<file path="src/rtl/rival_pkg.sv">
// Shared types, constants and helpers for the rival-car fleet.
package rival_pkg;

   typedef enum logic [1:0] {
      RUN   = 2'd0,
      CRASH = 2'd1
   } state_e;

   localparam logic [15:0] LFSR_SEED = 16'hACE1;
   // Right-shift Fibonacci form of taps 16,14,13,11: feedback from bits 0,2,3,5.
   localparam logic [15:0] LFSR_TAPS = 16'h002D;

   function automatic logic [15:0] lfsr_next(input logic [15:0] lfsr);
      return {^(lfsr & LFSR_TAPS), lfsr[15:1]};
   endfunction

   function automatic logic overlap(
      input logic [31:0] rx,
      input logic [31:0] ry,
      input logic [31:0] px,
      input logic [31:0] py,
      input logic [31:0] w,
      input logic [31:0] h
   );
      return (rx < px + w) && (px < rx + w) && (ry < py + h) && (py < ry + h);
   endfunction

endpackage

</file>
<file path="src/rtl/rival_slot.sv">
// One rival car: holds active/x/y, moves down on each run tick, flags
// when it leaves the screen and when it overlaps the player box.
module rival_slot
   import rival_pkg::*;
#(
   parameter int X_W      = 10,
   parameter int Y_W      = 10,
   parameter int CAR_W    = 32,
   parameter int CAR_H    = 64,
   parameter int SCREEN_H = 480
) (
   input  logic           i_clk,
   input  logic           i_rst,
   input  logic           i_move,
   input  logic           i_freeze,
   input  logic           i_spawn,
   input  logic [X_W-1:0] i_spawn_x,
   input  logic [3:0]     i_speed,
   input  logic [X_W-1:0] i_px,
   input  logic [Y_W-1:0] i_py,
   output logic           o_active,
   output logic [X_W-1:0] o_x,
   output logic [Y_W-1:0] o_y,
   output logic           o_exit,
   output logic           o_overlap
);

   logic           r_active;
   logic [X_W-1:0] r_x;
   logic [Y_W-1:0] r_y;

   logic [Y_W:0]   w_y_sum;
   logic           w_off_screen;

   assign w_y_sum      = {1'b0, r_y} + (Y_W+1)'(i_speed);
   assign w_off_screen = (w_y_sum >= (Y_W+1)'(SCREEN_H));

   assign o_exit    = r_active & i_move & ~i_freeze & w_off_screen;
   assign o_overlap = r_active & overlap(32'(r_x), 32'(r_y), 32'(i_px), 32'(i_py),
                                         32'(CAR_W), 32'(CAR_H));

   assign o_active = r_active;
   assign o_x      = r_x;
   assign o_y      = r_y;

   // A spawn wins over the exit of the same tick so a freed slot refills at once.
   always_ff @(posedge i_clk) begin
      if (i_rst) begin
         r_active <= 1'b0;
         r_x      <= '0;
         r_y      <= '0;
      end else if (!i_freeze) begin
         if (i_spawn) begin
            r_active <= 1'b1;
            r_x      <= i_spawn_x;
            r_y      <= '0;
         end else if (i_move && r_active) begin
            if (w_off_screen) begin
               r_active <= 1'b0;
               r_x      <= '0;
               r_y      <= '0;
            end else begin
               r_y <= w_y_sum[Y_W-1:0];
            end
         end
      end
   end

endmodule

</file>
<file path="src/rtl/rival_fleet.sv">
// Rival-car fleet: game FSM, spawn LFSR and timer, free-slot picker,
// score and speed level around N_RIVALS generated rival_slot instances.
//
//   state | meaning
//   RUN   | rivals move/spawn/score on tick; any overlap moves to CRASH
//   CRASH | everything frozen, ticks ignored; left only through BTNC
module rival_fleet
   import rival_pkg::*;
#(
   parameter int N_RIVALS   = 4,
   parameter int N_LANES    = 4,
   parameter int X_W        = 10,
   parameter int Y_W        = 10,
   parameter int CAR_W      = 32,
   parameter int CAR_H      = 64,
   parameter int SCREEN_H   = 480,
   parameter int LANE_X0    = 160,
   parameter int LANE_PITCH = 80,
   parameter int SPAWN_GAP  = 90,
   parameter int LEVEL_PTS  = 8,
   parameter int SPEED_MAX  = 8
) (
   input  logic                    clk,
   input  logic                    BTNC,
   input  logic                    tick,
   input  logic [X_W-1:0]          car_x,
   input  logic [Y_W-1:0]          car_y,
   output logic [N_RIVALS*X_W-1:0] rival_x,
   output logic [N_RIVALS*Y_W-1:0] rival_y,
   output logic [N_RIVALS-1:0]     rival_active,
   output logic                    collision,
   output logic [1:0]              game_state,
   output logic [15:0]             score,
   output logic [3:0]              speed
);

   localparam int LANE_BITS = $clog2(N_LANES);
   localparam int CNT_W     = $clog2(SPAWN_GAP + 1);

   state_e               r_state;
   state_e               w_state_next;
   logic [15:0]          r_lfsr;
   logic [CNT_W-1:0]     r_spawn_cnt;
   logic [CNT_W-1:0]     w_spawn_cnt_next;
   logic [15:0]          r_score;
   logic [15:0]          w_score_next;
   logic [3:0]           r_speed;
   logic [3:0]           w_speed_next;

   logic [N_RIVALS-1:0]  w_active;
   logic [N_RIVALS-1:0]  w_exit;
   logic [N_RIVALS-1:0]  w_overlap;
   logic [N_RIVALS-1:0]  w_free;
   logic [N_RIVALS-1:0]  w_spawn_vec;
   logic                 w_taken;
   logic                 w_any_overlap;
   logic                 w_run_tick;
   logic                 w_freeze;
   logic                 w_spawn_now;
   logic [3:0]           w_exit_cnt;
   logic [16:0]          w_score_sum;
   logic [16:0]          w_level;
   logic [LANE_BITS-1:0] w_lane;
   logic [X_W-1:0]       w_spawn_x;

   // ---------------- game FSM ----------------
   always_ff @(posedge clk) begin
      if (BTNC) begin
         r_state <= RUN;
      end else begin
         r_state <= w_state_next;
      end
   end

   // An overlap in the same cycle as a tick suppresses that tick entirely.
   always_comb begin
      w_state_next = r_state;
      w_run_tick   = 1'b0;
      w_freeze     = 1'b0;
      case (r_state)
         RUN: begin
            if (w_any_overlap) begin
               w_state_next = CRASH;
            end else begin
               w_run_tick = tick;
            end
         end
         CRASH: begin
            w_freeze = 1'b1;
         end
         default: begin
            w_state_next = RUN;
         end
      endcase
   end

   // ---------------- spawn timer and free-slot picker ----------------
   always_comb begin
      w_spawn_cnt_next = r_spawn_cnt;
      w_spawn_now      = 1'b0;
      if (w_run_tick) begin
         if (r_spawn_cnt <= CNT_W'(1)) begin
            w_spawn_cnt_next = CNT_W'(SPAWN_GAP);
            w_spawn_now      = 1'b1;
         end else begin
            w_spawn_cnt_next = r_spawn_cnt - CNT_W'(1);
         end
      end
   end

   assign w_free = ~w_active | w_exit;

   always_comb begin
      w_spawn_vec = '0;
      w_taken     = 1'b0;
      for (int i = 0; i < N_RIVALS; i++) begin
         if (w_free[i] && !w_taken) begin
            w_spawn_vec[i] = w_spawn_now;
            w_taken        = 1'b1;
         end
      end
   end

   assign w_lane    = r_lfsr[LANE_BITS-1:0];
   assign w_spawn_x = X_W'(LANE_X0) + X_W'(LANE_PITCH) * X_W'(w_lane);

   // ---------------- score and speed ----------------
   always_comb begin
      w_exit_cnt = '0;
      for (int i = 0; i < N_RIVALS; i++) begin
         w_exit_cnt = w_exit_cnt + 4'(w_exit[i]);
      end
   end

   assign w_score_sum  = 17'(r_score) + 17'(w_exit_cnt);
   assign w_score_next = w_score_sum[16] ? 16'hFFFF : w_score_sum[15:0];
   assign w_level      = 17'(1) + 17'(w_score_next / 16'(LEVEL_PTS));
   assign w_speed_next = (w_level > 17'(SPEED_MAX)) ? 4'(SPEED_MAX) : w_level[3:0];

   always_ff @(posedge clk) begin
      if (BTNC) begin
         r_lfsr      <= LFSR_SEED;
         r_spawn_cnt <= CNT_W'(SPAWN_GAP);
         r_score     <= '0;
         r_speed     <= 4'd1;
      end else begin
         r_lfsr <= lfsr_next(r_lfsr);
         if (w_run_tick) begin
            r_spawn_cnt <= w_spawn_cnt_next;
            r_score     <= w_score_next;
            if (w_exit_cnt != 4'd0) begin
               r_speed <= w_speed_next;
            end
         end
      end
   end

   // ---------------- rival slots ----------------
   for (genvar g = 0; g < N_RIVALS; g++) begin : g_slot
      rival_slot #(
         .X_W      (X_W),
         .Y_W      (Y_W),
         .CAR_W    (CAR_W),
         .CAR_H    (CAR_H),
         .SCREEN_H (SCREEN_H)
      ) u_slot (
         .i_clk     (clk),
         .i_rst     (BTNC),
         .i_move    (w_run_tick),
         .i_freeze  (w_freeze),
         .i_spawn   (w_spawn_vec[g]),
         .i_spawn_x (w_spawn_x),
         .i_speed   (r_speed),
         .i_px      (car_x),
         .i_py      (car_y),
         .o_active  (w_active[g]),
         .o_x       (rival_x[g*X_W +: X_W]),
         .o_y       (rival_y[g*Y_W +: Y_W]),
         .o_exit    (w_exit[g]),
         .o_overlap (w_overlap[g])
      );
   end

   assign w_any_overlap = |w_overlap;

   assign rival_active = w_active;
   assign collision    = (r_state == CRASH);
   assign game_state   = r_state;
   assign score        = r_score;
   assign speed        = r_speed;

endmodule

</file>
<file path="config.mk">
export PLATFORM = sky130hd
export DESIGN_NAME = rival_fleet
export DESIGN_NICKNAME = d
export VERILOG_FILES = /design/src/rtl/rival_pkg.sv /design/src/rtl/rival_slot.sv /design/src/rtl/rival_fleet.sv
export SDC_FILE = /design/constraint.sdc
export NUM_CORES = 1
export LEC_CHECK = 0
export ABC_AREA = 1
export BUFFER_PORTS_ARGS = -buffer_cell sky130_fd_sc_hd__buf_4
export CAP_MARGIN = 20
export CELL_PAD_IN_SITES_DETAIL_PLACEMENT = 1
export CELL_PAD_IN_SITES_GLOBAL_PLACEMENT = 2
export CORE_ASPECT_RATIO = 0.6
export CORE_UTILIZATION = 33
export DETAILED_ROUTE_END_ITERATION = 10
export MAX_ROUTING_LAYER = met4
export PLACE_DENSITY_LB_ADDON = 0.1
export SETUP_SLACK_MARGIN = 0.2
export SLEW_MARGIN = 30
export SYNTH_ARGS = -nofsm -noshare
export SYNTH_HDL_FRONTEND = slang
export SYNTH_SLANG_ARGS = --single-unit
</file>
<file path="constraint.sdc">
create_clock -name clk -period 7.75 [get_ports clk]
set_clock_uncertainty 0.1 [all_clocks]
set_input_delay 1.55 -clock clk [delete_from_list [all_inputs] [get_ports clk]]
set_output_delay 1.55 -clock clk [all_outputs]
set_load 0.02 [all_outputs]
</file>
; ---- Word-level counts from Yosys, hierarchy flattened
; Index checks and enable logic that the tools add are counted.
[totals]
elab_cells = 180
regBits = 129
[classes]
n_eq_ne = 2
order_cmp = 22
addsub = 21
n_reduce_logical = 44
n_mux = 53
bitwise_logic = 20
n_mul = 1
[op_table]
columns = op, count
row1 = $lt A10 B32 Y1, 16
row2 = $mux W10, 24
row3 = $add A10 B6 Y11 const B, 5
row4 = $add A10 B7 Y11 const B, 5
row5 = $add A10 B4 Y11, 4
row6 = $ge A11 B9 Y1 const B, 4
row7 = $mux W1, 24
row8 = $logic_and A1 B1 Y1, 19
row9 = $add A16 B4 Y17, 1
row10 = $and A1 B1 Y1, 16
row11 = $mux W16, 1
row12 = $reduce_bool A2 Y1, 8
row13 = $reduce_xor A16 Y1, 1
row14 = $add A1 B13 Y14 const A, 1
row15 = $gt A14 B4 Y1 const B, 1
row16 = $reduce_and A2 Y1, 6
row17 = $reduce_and A3 Y1, 4
row18 = $add A8 B9 Y10 const A, 1
row19 = $le A7 B1 Y1 const B, 1
row20 = $mux W7, 1
row21 = $sub A7 B1 Y7 const B, 1
row22 = $mul A3 B2 Y5 const A, 1
row23 = $add A3 B1 Y4, 1
row24 = $mux W4, 1
row25 = other kinds (13), 16

; ---- Logic depth before layout (Yosys ltp)
; Gate-level depths: netlist (run 1).
[logic_depth]
depth_word = 25
ltp_mapped = 40
ltp_nobuf = 38

; ---- By module
; A second synthesis (run 1) with hierarchy kept.
[hier_totals]
hier_cells = 1687
hier_area_um2 = 11459.7
[by_module_without_submodules]
columns = module, area_each_um2, cells_per_inst, n_inst
row1 = rival_slot at g_slot[1].u_slot ..., 2268.4, 336, 3
row2 = rival_fleet, 2413.6, 350, 1
row3 = rival_slot at g_slot[0].u_slot, 2240.9, 329, 1

; ---- Worst setup path before layout (run 1)
; Ideal clock, no wire load.
[synth_timing]
path_kind = input -> register
start = in car_y[6]
end = reg r_speed[2] (netlist: speed[2])
required_time_ns = 7.579
path_buffers = 2
arrival_ns = 6.629
cell_stages = 36
setup_ns = 0.071
path_slack_ns = 0.950
path_cell_list = ha_1 inv_1 ha_1 inv_1 nor3_1 nand2_1 a21oi_1 nor2_1 nand3_1 nand2_1 nor2_2 nand2_4 buf_6 nor2_1 inv_1 clkbuf_1 nor2_1 fa_1 ha_1 ha_1 inv_1 fa_1 or2_2 nand2_1 nand3_1 nor2_1 nand3_1 inv_1 nand2_1 o21ai_0 nand4_1 nor2_1 nand3_1 nor3_2 nand3_1 a21oi_1
[synth_between]
elab_chain_cells = 19
word_cells_on_any_way = 46
[synth_lines]
columns = element, line
row1 = start: declaration, rival_fleet.sv:27  ; input logic [Y_W-1:0] car_y,
row2 = $add A10 B7 Y11, rival_pkg.sv:25  ; return (rx < px + w) && (px < rx + w) && (ry < py + h) && (py < ry + h);
row3 = $lt A10 B32 Y1, rival_pkg.sv:25
row4 = $logic_and A1 B1 Y1 (2 in series), rival_pkg.sv:25
row5 = $and A1 B1 Y1, rival_slot.sv:39  ; assign o_overlap = r_active & overlap(32'(r_x), 32'(r_y), 32'(i_px), 32'(i_py),
row6 = $reduce_or A4 Y1 *, rival_fleet.sv:184  ; assign w_any_overlap = |w_overlap;
row7 = $mux W1 *, rival_fleet.sv:82  ; if (w_any_overlap) begin
row8 = $mux W1 *, rival_fleet.sv:80  ; case (r_state)
row9 = $and A1 B1 Y1 (3 in series), rival_slot.sv:38  ; assign o_exit = r_active & i_move & ~i_freeze & w_off_screen;
row10 = $add A1 B1 Y2, rival_fleet.sv:131  ; w_exit_cnt = w_exit_cnt + 4'(w_exit[i]);
row11 = $add A2 B1 Y3, rival_fleet.sv:131
row12 = $add A3 B1 Y4, rival_fleet.sv:131
row13 = $add A16 B4 Y17, rival_fleet.sv:135  ; assign w_score_sum = 17'(r_score) + 17'(w_exit_cnt);
row14 = $mux W16, rival_fleet.sv:136  ; assign w_score_next = w_score_sum[16] ? 16'hFFFF : w_score_sum[15:0];
row15 = $add A1 B13 Y14, rival_fleet.sv:137  ; assign w_level = 17'(1) + 17'(w_score_next / 16'(LEVEL_PTS));
row16 = $gt A14 B4 Y1, rival_fleet.sv:138  ; assign w_speed_next = (w_level > 17'(SPEED_MAX)) ? 4'(SPEED_MAX) : w_level[3:0];
row17 = $mux W4, rival_fleet.sv:138
row18 = end signal: assignment, rival_fleet.sv:152  ; r_speed <= w_speed_next;
row19 = end: declaration, rival_fleet.sv:47  ; logic [3:0] r_speed;
; Mark *: on every way between the ends. The rest lies on a longest branch, timed or not.
; A chain may end at the register's enable or synchronous reset.

; ---- Worst setup path in the final report (run 1)
; Same ends and word-level chain as after synthesis.

==> results of run 1 <==
## state kept, by name, indices dropped and copies added (netlist names)
| register | count |
|---|---|
| r_spawn_cnt | 7 |
| score | 16 |
| g_slot.u_slot.o_x | 20 |
| g_slot.u_slot.o_y | 40 |
| game_state | 1 |
| speed | 4 |
| r_lfsr | 16 |
| g_slot.u_slot.o_active | 4 |
## repair_timing
item	in CTS	in global routing
resized for setup	0	1
setup endpoints to repair	0	1
hold buffers	0	0
## cell families after synthesis
family	synth area share (%)
other	0.04144
adders and majority gates	19.99
AOI/OAI and AO/OA	12.29
and+or+nand+nor	27.07
buffers and inverters	11.48
DFF	23.89
xor gates and xnor gates	5.227
## synthesized netlist by cell type, types with 3 or more instances
cell      count
o22ai_1       3
buf_4        29
a31oi_1       6
nand4_1      17
or2_2        13
nand2_2      11
fa_1          6
nand2_1     257
a211oi_1      8
o21a_1        8
nor2_1      120
a21oi_1      91
inv_2         4
xnor2_1      14
nand3_1      95
nand2_4       5
o211ai_1      9
xor2_1       40
nor3_2        3
clkbuf_1     11
nor3_1       21
o21ai_1       8
a21boi_0      3
dfxtp_1     108
ha_1        135
inv_1       193
o21ai_0      58
## worst max path at each step
stage / start / end
floorplan: car_y[6] / speed[2]$_SDFFE_PP0P_
global placement: car_y[6] / speed[2]$_SDFFE_PP0P_
detailed placement: car_y[6] / speed[1]$_SDFFE_PP0P_
CTS: car_y[6] / speed[1]$_SDFFE_PP0P_
global route: car_y[6] / speed[2]$_SDFFE_PP0P_
finish: car_y[6] / speed[2]$_SDFFE_PP0P_
## routing by layer
metal	track usage, %	share of wire (%)	wire (um)
met5	-	0	0
met4	4.464	0.73	232
met3	3.380	3.3	1049
met2	32.38	39	12340
met1	36.28	57	18180
## cell usage in the layout, fill, tap and decap left out, types with 40 or more instances in the layout
cell	n
a21oi_1	91
buf_4	114
dfxtp_1	108
ha_1	135
inv_1	193
nand2_1	257
nand3_1	95
nor2_1	120
o21ai_0	57
xor2_1	40
## stage by stage
stage                     hold slack [ns]  std cells  area (um^2)  utilization [%]
after global routing               0.3246       1765        10440            39.17
final                              0.3083       1765        10440            39.17
after CTS                          0.3143       1765        10440            39.17
after detailed placement           0.2996       1749        10130            38.03
after floorplan                    0.2883       1320         9124                -
after global placement             0.2914       1749        10130            38.03
## cell type report
type | instances | share of cell area [%]
tap | 360 | 4.316
clock buffer | 10 | 2.290
clock inverter | 6 | 0.6114
sequential | 108 | 20.71
multi-input combinational | 969 | 56.75
inverter | 198 | 7.121
timing repair buffer | 114 | 8.199
## power breakdown
group | internal (mW) | switching (mW)
Sequential | 0.567 | 0.0101
Clock | 0.238 | 0.261
Combinational | 0.0598 | 0.117
Total | 0.864 | 0.389
## tightest hold or removal path: cells and delay by family (launching register included)
| kind | cells | cell delay, ns |
|---|---|---|
| simple gates | 1 | 0.03 |
| flops | 1 | 0.30 |
| buf+inv | 1 | 0.04 |
==> results.py, run 1 <==
metrics = {
    "run_status": {
        "status": "finished clean",
    },
    "timing": {
        "slew_headroom_pct": 50.48,
        "finalHoldViolCount": 0,
        "setup_tns_ns": 0,
        "finalCritPeriodShare_pct": 90.26,
        "rsz0062_at_grt": "no",
        "worst_slew_pin_slew_ns": 0.7411,
        "fmax_mhz": 142.9,
        "setup_ws_ns": 0.7545,
        "min_period_ns": 6.995,
        "maxSlewViolCount": 0,
        "finalSetupViolCount": 0,
    },
    "clock_tree": {
        "cts_max_path_buffers": 2,
        "cts_setup_buffers": 0,
        "clk_pin_slew_ns": 0.08,
        "cts-buffers-inserted": 9,
        "cts_tree": "built",
        "clock-sinks": 108,
        "clock_latency_ns": 0.38,
        "htreeDepth": 3,
        "ctsRootBufferMaster": "clkbuf_16",
    },
    "power_and_ir_drop": {
        "total_power_mw": 1.253,
        "vdd_ir_drop_max_mv": 0.08650,
        "p_leak_nw": 5.112,
        "p_per_area_nw_per_um2": 120.1,
    },
    "die": {
        "die_area_um2": 28110,
        "initial_core_util_pct": 33.96,
        "fp.dieH_um": 130.3,
        "ios": 130,
        "core-area_um2": 26650,
        "fp.dieW_um": 215.8,
        "rows": 46,
    },
    "synth": {
        "ys_warn_count": 0,
        "synth_edf_count": 0,
        "synth_top_area_cell": "dfxtp_1",
        "yosysSeqAreaShare_pct": 23.89,
        "avgSynthCellArea_um2": 6.961,
        "synth_cells": 1300,
        "syn_area_um2": 9049,
        "yosysTopAreaCellShare_pct": 23.89,
        "synth-async-reset-ratio_pct": 0,
        "yosysUniqueCellTypes": 45,
        "synth_ff_type": "dfxtp_1",
        "ys_ff_latch": 108,
        "yosys-top-cells-area": "dfxtp_1, ha_1, nand2_1",
    },
    "final_layout": {
        "regArea_um2": 2162,
        "drive_gt1_share_pct": 12.60,
        "nFillCells": 3419,
        "multi_input_area_um2": 5923,
        "nets": 1564,
        "area_growth_pct": 15.35,
        "num_antenna_cells": 0,
    },
    "hold_path": {
        "holdCritPathClass": "flop to flop",
        "min_from": "r_lfsr[9]$_SDFF_PP0_",
        "holdPathStages": 2,
        "hold_end": "r_lfsr[8]$_SDFF_PP0_",
    },
    "grt": {
        "grt_pass1_vias": 8329,
        "antenna_found_initial": 0,
        "track_usage_pct": 23.79,
        "grt_max_degree": 49,
        "grt_overflow": 0,
        "grt_pass1_wl_um": 49500,
    },
    "critical_path": {
        "crit_slowest_cell": "fa_1",
        "cpPeakStageDelay_ns": 0.48,
        "r2r_slack_ns": 1.06,
        "rr_endpoint": "speed[2]$_SDFFE_PP0P_",
        "worstSetupStartpointType": "input pin",
        "crit_required_ns": 7.96,
        "path_depth": 33,
        "path_class": "input pin to flop",
        "r2r_cells": 28,
        "crit_arrival_ns": 7.20,
        "setup.worst_path.end_class": "flop",
        "crit_top_cell": "nand2_1",
        "crit_family": "simple AND/OR/NAND/NOR gates",
        "cp_num_buf_inv": 5,
        "crit_path_max_fanout": 9,
        "r2r_start": "speed[0]$_SDFFE_PP1P_",
    },
    "detailed_routing": {
        "dr.pass1.iters": 5,
        "wl_per_cell_um": 18.02,
        "vias": 8579,
        "ant_nets": 0,
        "vias_per_cell": 4.861,
        "routed_wl_um": 31800,
        "drc_errors": 0,
        "drt_iter0_markers": 520,
    },
    "placement": {
        "io_buffers": 108,
        "post-place-ws_ns": 0.3429,
        "gp_congestion": 0.8742,
        "dp_hpwl_um": 25570,
    },
    "run": {
        "max-cap-violations": 0,
    },
}
No activity file was read; power rests on OpenSTA's default activity.
==> inputs of run 2 (changes only) <==
--- a/config.mk
+++ b/config.mk
@@ -7,3 +7,2 @@
 export LEC_CHECK = 0
-export ABC_AREA = 1
 export BUFFER_PORTS_ARGS = -buffer_cell sky130_fd_sc_hd__buf_4
@@ -13,3 +12,3 @@
 export CORE_ASPECT_RATIO = 0.6
-export CORE_UTILIZATION = 33
+export CORE_UTILIZATION = 35
 export DETAILED_ROUTE_END_ITERATION = 10
==> constraint.sdc (replaced) <==
create_clock -name clk -period 7.75 [get_ports clk]
set_clock_uncertainty 0.1 [all_clocks]
set_input_delay 0.3875 -clock clk [delete_from_list [all_inputs] [get_ports clk]]
set_output_delay 0.3875 -clock clk [all_outputs]
set_load 0.02 [all_outputs]
==> run 2 against run 1 <==
  * Final area about the same
  * Register-to-register slack lost 0.07 ns
  * Hold slack got worse by 0.024 ns
  * Clock power down 2%
  * Sequential share of layout area about the same
  * Routed wire length up 12%
  * Largest cell class unchanged
  * Synthesized area did not move
  * Utilization rose by 2.0 points
==> results.py, run 2 <==
metrics = {
    "placement": {
        "gp_congestion": 0.9418,
        "post-place-ws_ns": 1.077,
        "dp.cells": 1502,
        "io_buffers": 108,
        "dp_hpwl_um": 27320,
    },
    "timing": {
        "slew_headroom_pct": 33.00,
        "fmax_mhz": 147.9,
        "finalCritPeriodShare_pct": 87.27,
        "setup_tns_ns": 0,
        "finalSetupViolCount": 0,
        "finalHoldViolCount": 0,
        "maxSlewViolCount": 0,
        "min_period_ns": 6.763,
        "rsz0062_at_grt": "no",
        "worst_slew_pin_slew_ns": 0.9945,
        "hold_slack_ns": 0.2846,
        "setup_ws_ns": 0.9867,
    },
    "clock_tree": {
        "cts_resized": 0,
        "cts_setup_buffers": 0,
        "clk_pin_slew_ns": 0.09,
        "cts-buffers-inserted": 9,
        "ctsHoldBuffers": 0,
        "ctsRootBufferMaster": "clkbuf_16",
        "clock_latency_ns": 0.39,
        "clock-sinks": 108,
        "cts_max_path_buffers": 2,
        "htreeDepth": 3,
        "cts_tree": "built",
    },
    "final_layout": {
        "regArea_um2": 2162,
        "multi_input_area_um2": 6354,
        "area_growth_pct": 15.28,
        "nFillCells": 3043,
        "nets": 1348,
        "stdcell_count": 1520,
        "largest_reg_flops": 40,
        "final_common_cell": "ha_1",
        "drive_gt1_share_pct": 13.88,
        "final_cell_mix": "ha_1, buf_4, dfxtp_1, a21oi_1, inv_1",
    },
    "detailed_routing": {
        "ant_nets": 0,
        "drc_errors": 0,
        "routed_wl_um": 35550,
        "wl_per_cell_um": 23.39,
        "dr.pass1.iters": 5,
        "drt_iter0_markers": 699,
        "vias_per_cell": 5.928,
        "vias": 9011,
    },
    "critical_path": {
        "crit_path_max_fanout": 10,
        "path_depth": 22,
        "crit_slowest_cell": "dfxtp_1",
        "r2r_slack_ns": 0.99,
        "crit_top_cell": "ha_1",
        "crit_family": "simple AND/OR/NAND/NOR gates",
        "rr_endpoint": "speed[1]$_SDFFE_PP0P_",
        "r2r_cells": 22,
        "r2r_start": "speed[0]$_SDFFE_PP1P_",
        "startpoint": "speed[0]$_SDFFE_PP1P_",
        "worstSetupStartpointType": "flop",
        "cpPeakStageDelay_ns": 0.54,
        "crit_arrival_ns": 6.99,
        "cp_num_buf_inv": 1,
        "crit_required_ns": 7.98,
        "setup.worst_path.end_class": "flop",
        "path_class": "flop to flop",
        "crit_chain": "ha_1, inv_1, fa_1, nand2b_1, a2111o_1, mux2_4, a211o_1, and2_4, nand2_1, nor3_1, fa_1, ha_1, ha_1, ha_1, nor2b_1, o211ai_1, or3_1, nand3_1, and4b_1, o2111ai_1, or4_1, a21oi_1",
        "crit_end": "speed[1]$_SDFFE_PP0P_",
    },
    "run": {
        "max-cap-violations": 0,
    },
    "die": {
        "die_area_um2": 26520,
        "ios": 130,
        "initial_core_util_pct": 35.71,
        "rows": 45,
        "core-area_um2": 25340,
        "fp.dieH_um": 126.5,
        "fp.dieW_um": 209.6,
    },
    "grt": {
        "grt_max_degree": 53,
        "grt_pass1_wl_um": 53730,
        "grt_overflow": 0,
        "grt_pass1_vias": 8517,
        "track_usage_pct": 27.72,
        "antenna_found_initial": 2,
    },
    "synth": {
        "ys_warn_count": 0,
        "synth_commonest_cells": "ha_1, dfxtp_1, a21oi_1, inv_1, nand2_1",
        "synth_ff_type": "dfxtp_1",
        "ys_ff_latch": 108,
        "synth-async-reset-ratio_pct": 0,
        "yosys-top-cells-area": "dfxtp_1, ha_1, a21oi_1",
        "yosysUniqueCellTypes": 68,
        "synth_top_area_cell": "dfxtp_1",
        "synth_cells": 1095,
        "yosysTopAreaCellShare_pct": 23.89,
        "avgSynthCellArea_um2": 8.264,
        "syn_area_um2": 9049,
        "yosysSeqAreaShare_pct": 23.89,
        "synth_edf_count": 0,
        "synth_most_common_cell": "ha_1",
    },
    "power_and_ir_drop": {
        "p_per_area_nw_per_um2": 115.4,
        "vdd_ir_drop_max_mv": 0.08312,
        "total_power_mw": 1.204,
        "p_leak_nw": 4.233,
    },
    "run_status": {
        "status": "finished clean",
    },
    "hold_path": {
        "holdCritPathClass": "input pin to flop",
        "holdPathStages": 2,
    },
}
run 2: final cells by class:
cell class / instances / share of cell area, %
Antenna cell: 2 / 0.04798
Timing Repair Buffer: 125 / 8.996
Multi-Input combinational cell: 866 / 60.91
Clock inverter: 6 / 0.5158
Inverter: 74 / 2.663
Sequential cell: 108 / 20.73
Clock buffer: 10 / 2.195
Tap cell: 329 / 3.946
run 2: cells by family after synthesis:
logic type	share of synthesized area, %
AO/OA/AOI/OAI	26.13
AND/OR/NAND/NOR	18.03
adder cells (fa/ha/maj)	20.11
buffers and inverters	6.928
flip-flops	23.89
XOR/XNOR	3.872
multiplexers	0.9956
other	0.04144
run 2: where the power goes:
part	internal, mW	switching (mW)	total, mW
clock network	0.226	0.264	0.491
registers	0.563	0.00526	0.568
logic	0.0474	0.0981	0.145
total	0.836	0.368	1.20
run 2: metrics by stage:
step	instance area (um^2)	utilization, %
global route	10430	41.17
CTS	10420	41.11
global placement	10130	39.97
floorplan	9124	-
finish	10430	41.17
detailed placement	10130	40.00
run 2: worst min path at each step:
stage                               start               endpoint  slack (ns)
finish                               BTNC  r_lfsr[12]$_SDFF_PP0_        0.28
global placement    r_lfsr[11]$_SDFF_PP1_  r_lfsr[10]$_SDFF_PP1_        0.29
floorplan           r_lfsr[11]$_SDFF_PP1_  r_lfsr[10]$_SDFF_PP1_        0.29
detailed placement   r_lfsr[8]$_SDFF_PP0_   r_lfsr[7]$_SDFF_PP1_        0.30
CTS                                  BTNC  r_lfsr[12]$_SDFF_PP0_        0.28
global route                         BTNC   r_lfsr[3]$_SDFF_PP0_        0.28
run 2: worst register-to-register path, delay by kind of cell, from the launching register on:
kind                       cells  cell delay [ns]
buffers and inverters          1             0.06
muxes                          1             0.34
DFF                            1             0.54
adders and majority gates      6             1.89
AOI/OAI and AO/OA              5             1.63
and+or+nand+nor                9             2.13
run 2: routing by layer:
metal	global-route usage, %	vias to the layer above	share of wire [%]
li1	-	4247	-
met1	41.92	4489	54
met2	36.33	245	39
met3	6.289	30	5.6
met4	5.925	0	1.3
met5	-	-	0
==> inputs of run 3 (changes only) <==
ABC_AREA = 1   (was default)
CORE_UTILIZATION = 33   (was 35)
SLEW_MARGIN = default   (was 30)
==> run 3 against run 2 <==
  * Utilization down 2.0 points
  * Final cell count up 16%
  * Total power up 4.6%
  * Critical endpoint is now speed[2]$_SDFFE_PP0P_
  * Die area increased by 6.0%
  * Highest routed layer unchanged
  * Setup slack got worse by 0.036 ns
  * Register-to-register slack worse by 0.04 ns
  * First-iteration DRC count shrank 19%
  * Sequential power increased by 2%
==> results.py, run 3 (same netlist as run 1, synthesis figures left out) <==
metrics = {
    "final_layout": {
        "drive_gt1_share_pct": 12.47,
        "final_core_util_pct": 39.14,
        "largest_reg_flops": 40,
        "final_cell_mix": "nand2_1, inv_1, ha_1, nor2_1, buf_4",
        "stdcell_count": 1763,
        "nets": 1562,
        "final_common_cell": "nand2_1",
        "area_growth_pct": 15.25,
        "num_antenna_cells": 0,
    },
    "power_and_ir_drop": {
        "p_per_area_nw_per_um2": 120.8,
        "total_power_mw": 1.259,
        "p_leak_nw": 5.107,
        "vdd_ir_drop_max_mv": 0.1082,
    },
    "detailed_routing": {
        "drt_iter0_markers": 564,
        "met3RoutedLength_um": 1317,
        "dr_wl_met2_um": 12520,
        "vias_per_cell": 4.885,
        "wl_per_cell_um": 18.34,
        "met1_length_um": 18300,
        "routed_wl_um": 32340,
        "dr.pass1.iters": 4,
        "ant_nets": 0,
        "drc_errors": 0,
        "vias": 8613,
        "topRoutingLayerUsed": "met4",
    },
    "critical_path": {
        "worstSetupStartpointType": "flop",
        "crit_top_cell": "inv_1",
        "r2r_start": "g_slot[3].u_slot.o_y[7]$_SDFFE_PP0P_",
        "crit_slowest_cell": "dfxtp_1",
        "r2r_slack_ns": 0.95,
        "r2r_cells": 35,
        "crit_required_ns": 7.96,
        "rr_endpoint": "speed[2]$_SDFFE_PP0P_",
        "crit_path_max_fanout": 21,
        "path_class": "flop to flop",
        "cpPeakStageDelay_ns": 0.48,
        "crit_arrival_ns": 7.01,
        "setup.worst_path.end_class": "flop",
    },
    "clock_tree": {
        "cts_setup_buffers": 0,
        "cts-buffers-inserted": 9,
        "clock-sinks": 108,
        "clock_latency_ns": 0.38,
        "ctsHoldBuffers": 0,
        "cts_tree": "built",
        "ctsRootBufferMaster": "clkbuf_16",
        "cts_max_path_buffers": 2,
        "clk_pin_slew_ns": 0.09,
        "htreeDepth": 3,
        "cts_resized": 0,
    },
    "grt": {
        "grt_pass1_wl_um": 50310,
        "antenna_found_initial": 0,
        "grt_max_degree": 49,
        "track_usage_pct": 24.16,
        "grt_overflow": 0,
        "grt_pass1_vias": 8441,
    },
    "die": {
        "fp.dieW_um": 215.8,
        "rows": 46,
        "initial_core_util_pct": 33.96,
        "ios": 130,
        "fp.dieH_um": 130.3,
        "core-area_um2": 26650,
        "die_area_um2": 28110,
    },
    "hold_path": {
        "hold_end": "r_lfsr[8]$_SDFF_PP0_",
        "min_from": "r_lfsr[9]$_SDFF_PP0_",
        "holdPathStages": 2,
        "holdCritPathClass": "flop to flop",
    },
    "timing": {
        "min_period_ns": 6.800,
        "rsz0062_at_grt": "no",
        "setup_tns_ns": 0,
        "worst_slew_pin_slew_ns": 0.7331,
        "maxSlewViolCount": 0,
        "setup_ws_ns": 0.9505,
        "finalCritPeriodShare_pct": 87.74,
        "finalHoldViolCount": 0,
        "finalSetupViolCount": 0,
        "slew_headroom_pct": 51.01,
        "fmax_mhz": 147.1,
    },
    "placement": {
        "gp_congestion": 0.8760,
        "dp_hpwl_um": 25970,
        "dp.cells": 1747,
        "post-place-ws_ns": 0.8260,
        "io_buffers": 108,
    },
    "run_status": {
        "status": "finished clean",
    },
    "run": {
        "max-cap-violations": 0,
    },
}
==> run 3: cell count changes in the layout (fill, tap and decap cells not counted), sizes merged, moves of 13 or more <==
| cell | change |
|---|---|
| a211oi | -14 |
| a21o | -14 |
| buf | -13 |
| inv | +124 |
| nand2 | +209 |
| nand3 | +44 |
| nor2 | +74 |
| nor2b | -13 |
| o31ai | -25 |
| or3 | -13 |
| or4 | -22 |
| xor2 | +23 |
==> run 3: per-layer routing <==
layer | GRT usage (%) | up-vias
li1 | - | 4378
met1 | 36.46 | 4074
met2 | 33.23 | 148
met3 | 4.382 | 13
met4 | 3.171 | 0
met5 | - | -
==> run 3: critical path: cells and delay by family (launching register included) <==
kind,cells,cell delay (ns)
AOI/OAI and AO/OA,3,0.43
xor gates and xnor gates,1,0.12
adders and majority gates,5,1.74
buffers and inverters,6,0.62
DFF,1,0.48
and+or+nand+nor,20,3.22
==> run 3: final cells by class <==
cell class                 instances  area, um^2
fill                            3423       16220
multi-input combinational        969        5923
sequential                       108        2162
timing repair buffer             112       840.8
inverter                         198       745.7
tap                              360       450.4
clock buffer                       9       225.2
clock inverter                     7       81.33
==> run 3: stage by stage <==
step	area, um^2	hold slack (ns)
after global placement	10120	0.2905
after detailed placement	10120	0.2960
after global routing	10430	0.3311
after floorplan	9124	0.2883
after CTS	10430	0.3186
final	10430	0.3102
==> run 3: how the worst max path moves through the flow <==
| stage | startpoint | to | cells past startpoint | slack [ns] |
|---|---|---|---|---|
| 6_report | g_slot[3].u_slot.o_y[7]$_SDFFE_PP0P_ | speed[2]$_SDFFE_PP0P_ | 35 | 0.95 |
| 5_1_grt | g_slot[3].u_slot.o_y[7]$_SDFFE_PP0P_ | speed[2]$_SDFFE_PP0P_ | 35 | 0.24 |
| 4_1_cts | g_slot[3].u_slot.o_y[7]$_SDFFE_PP0P_ | speed[2]$_SDFFE_PP0P_ | 35 | 0.75 |
| 3_5_place_dp | car_x[7] | speed[2]$_SDFFE_PP0P_ | 35 | 0.83 |
| 3_3_place_gp | car_x[7] | speed[2]$_SDFFE_PP0P_ | 33 | 0.97 |
| 2_1_floorplan | g_slot[3].u_slot.o_y[6]$_SDFFE_PP0P_ | speed[2]$_SDFFE_PP0P_ | 37 | 1.96 |
==> run 3: report_power, final <==
part           switching [mW]  total, mW  leakage (nW)  internal, mW
Sequential             0.0103      0.577         0.878         0.567
Clock                   0.270      0.504         0.150         0.234
Combinational           0.119      0.178          4.08        0.0593
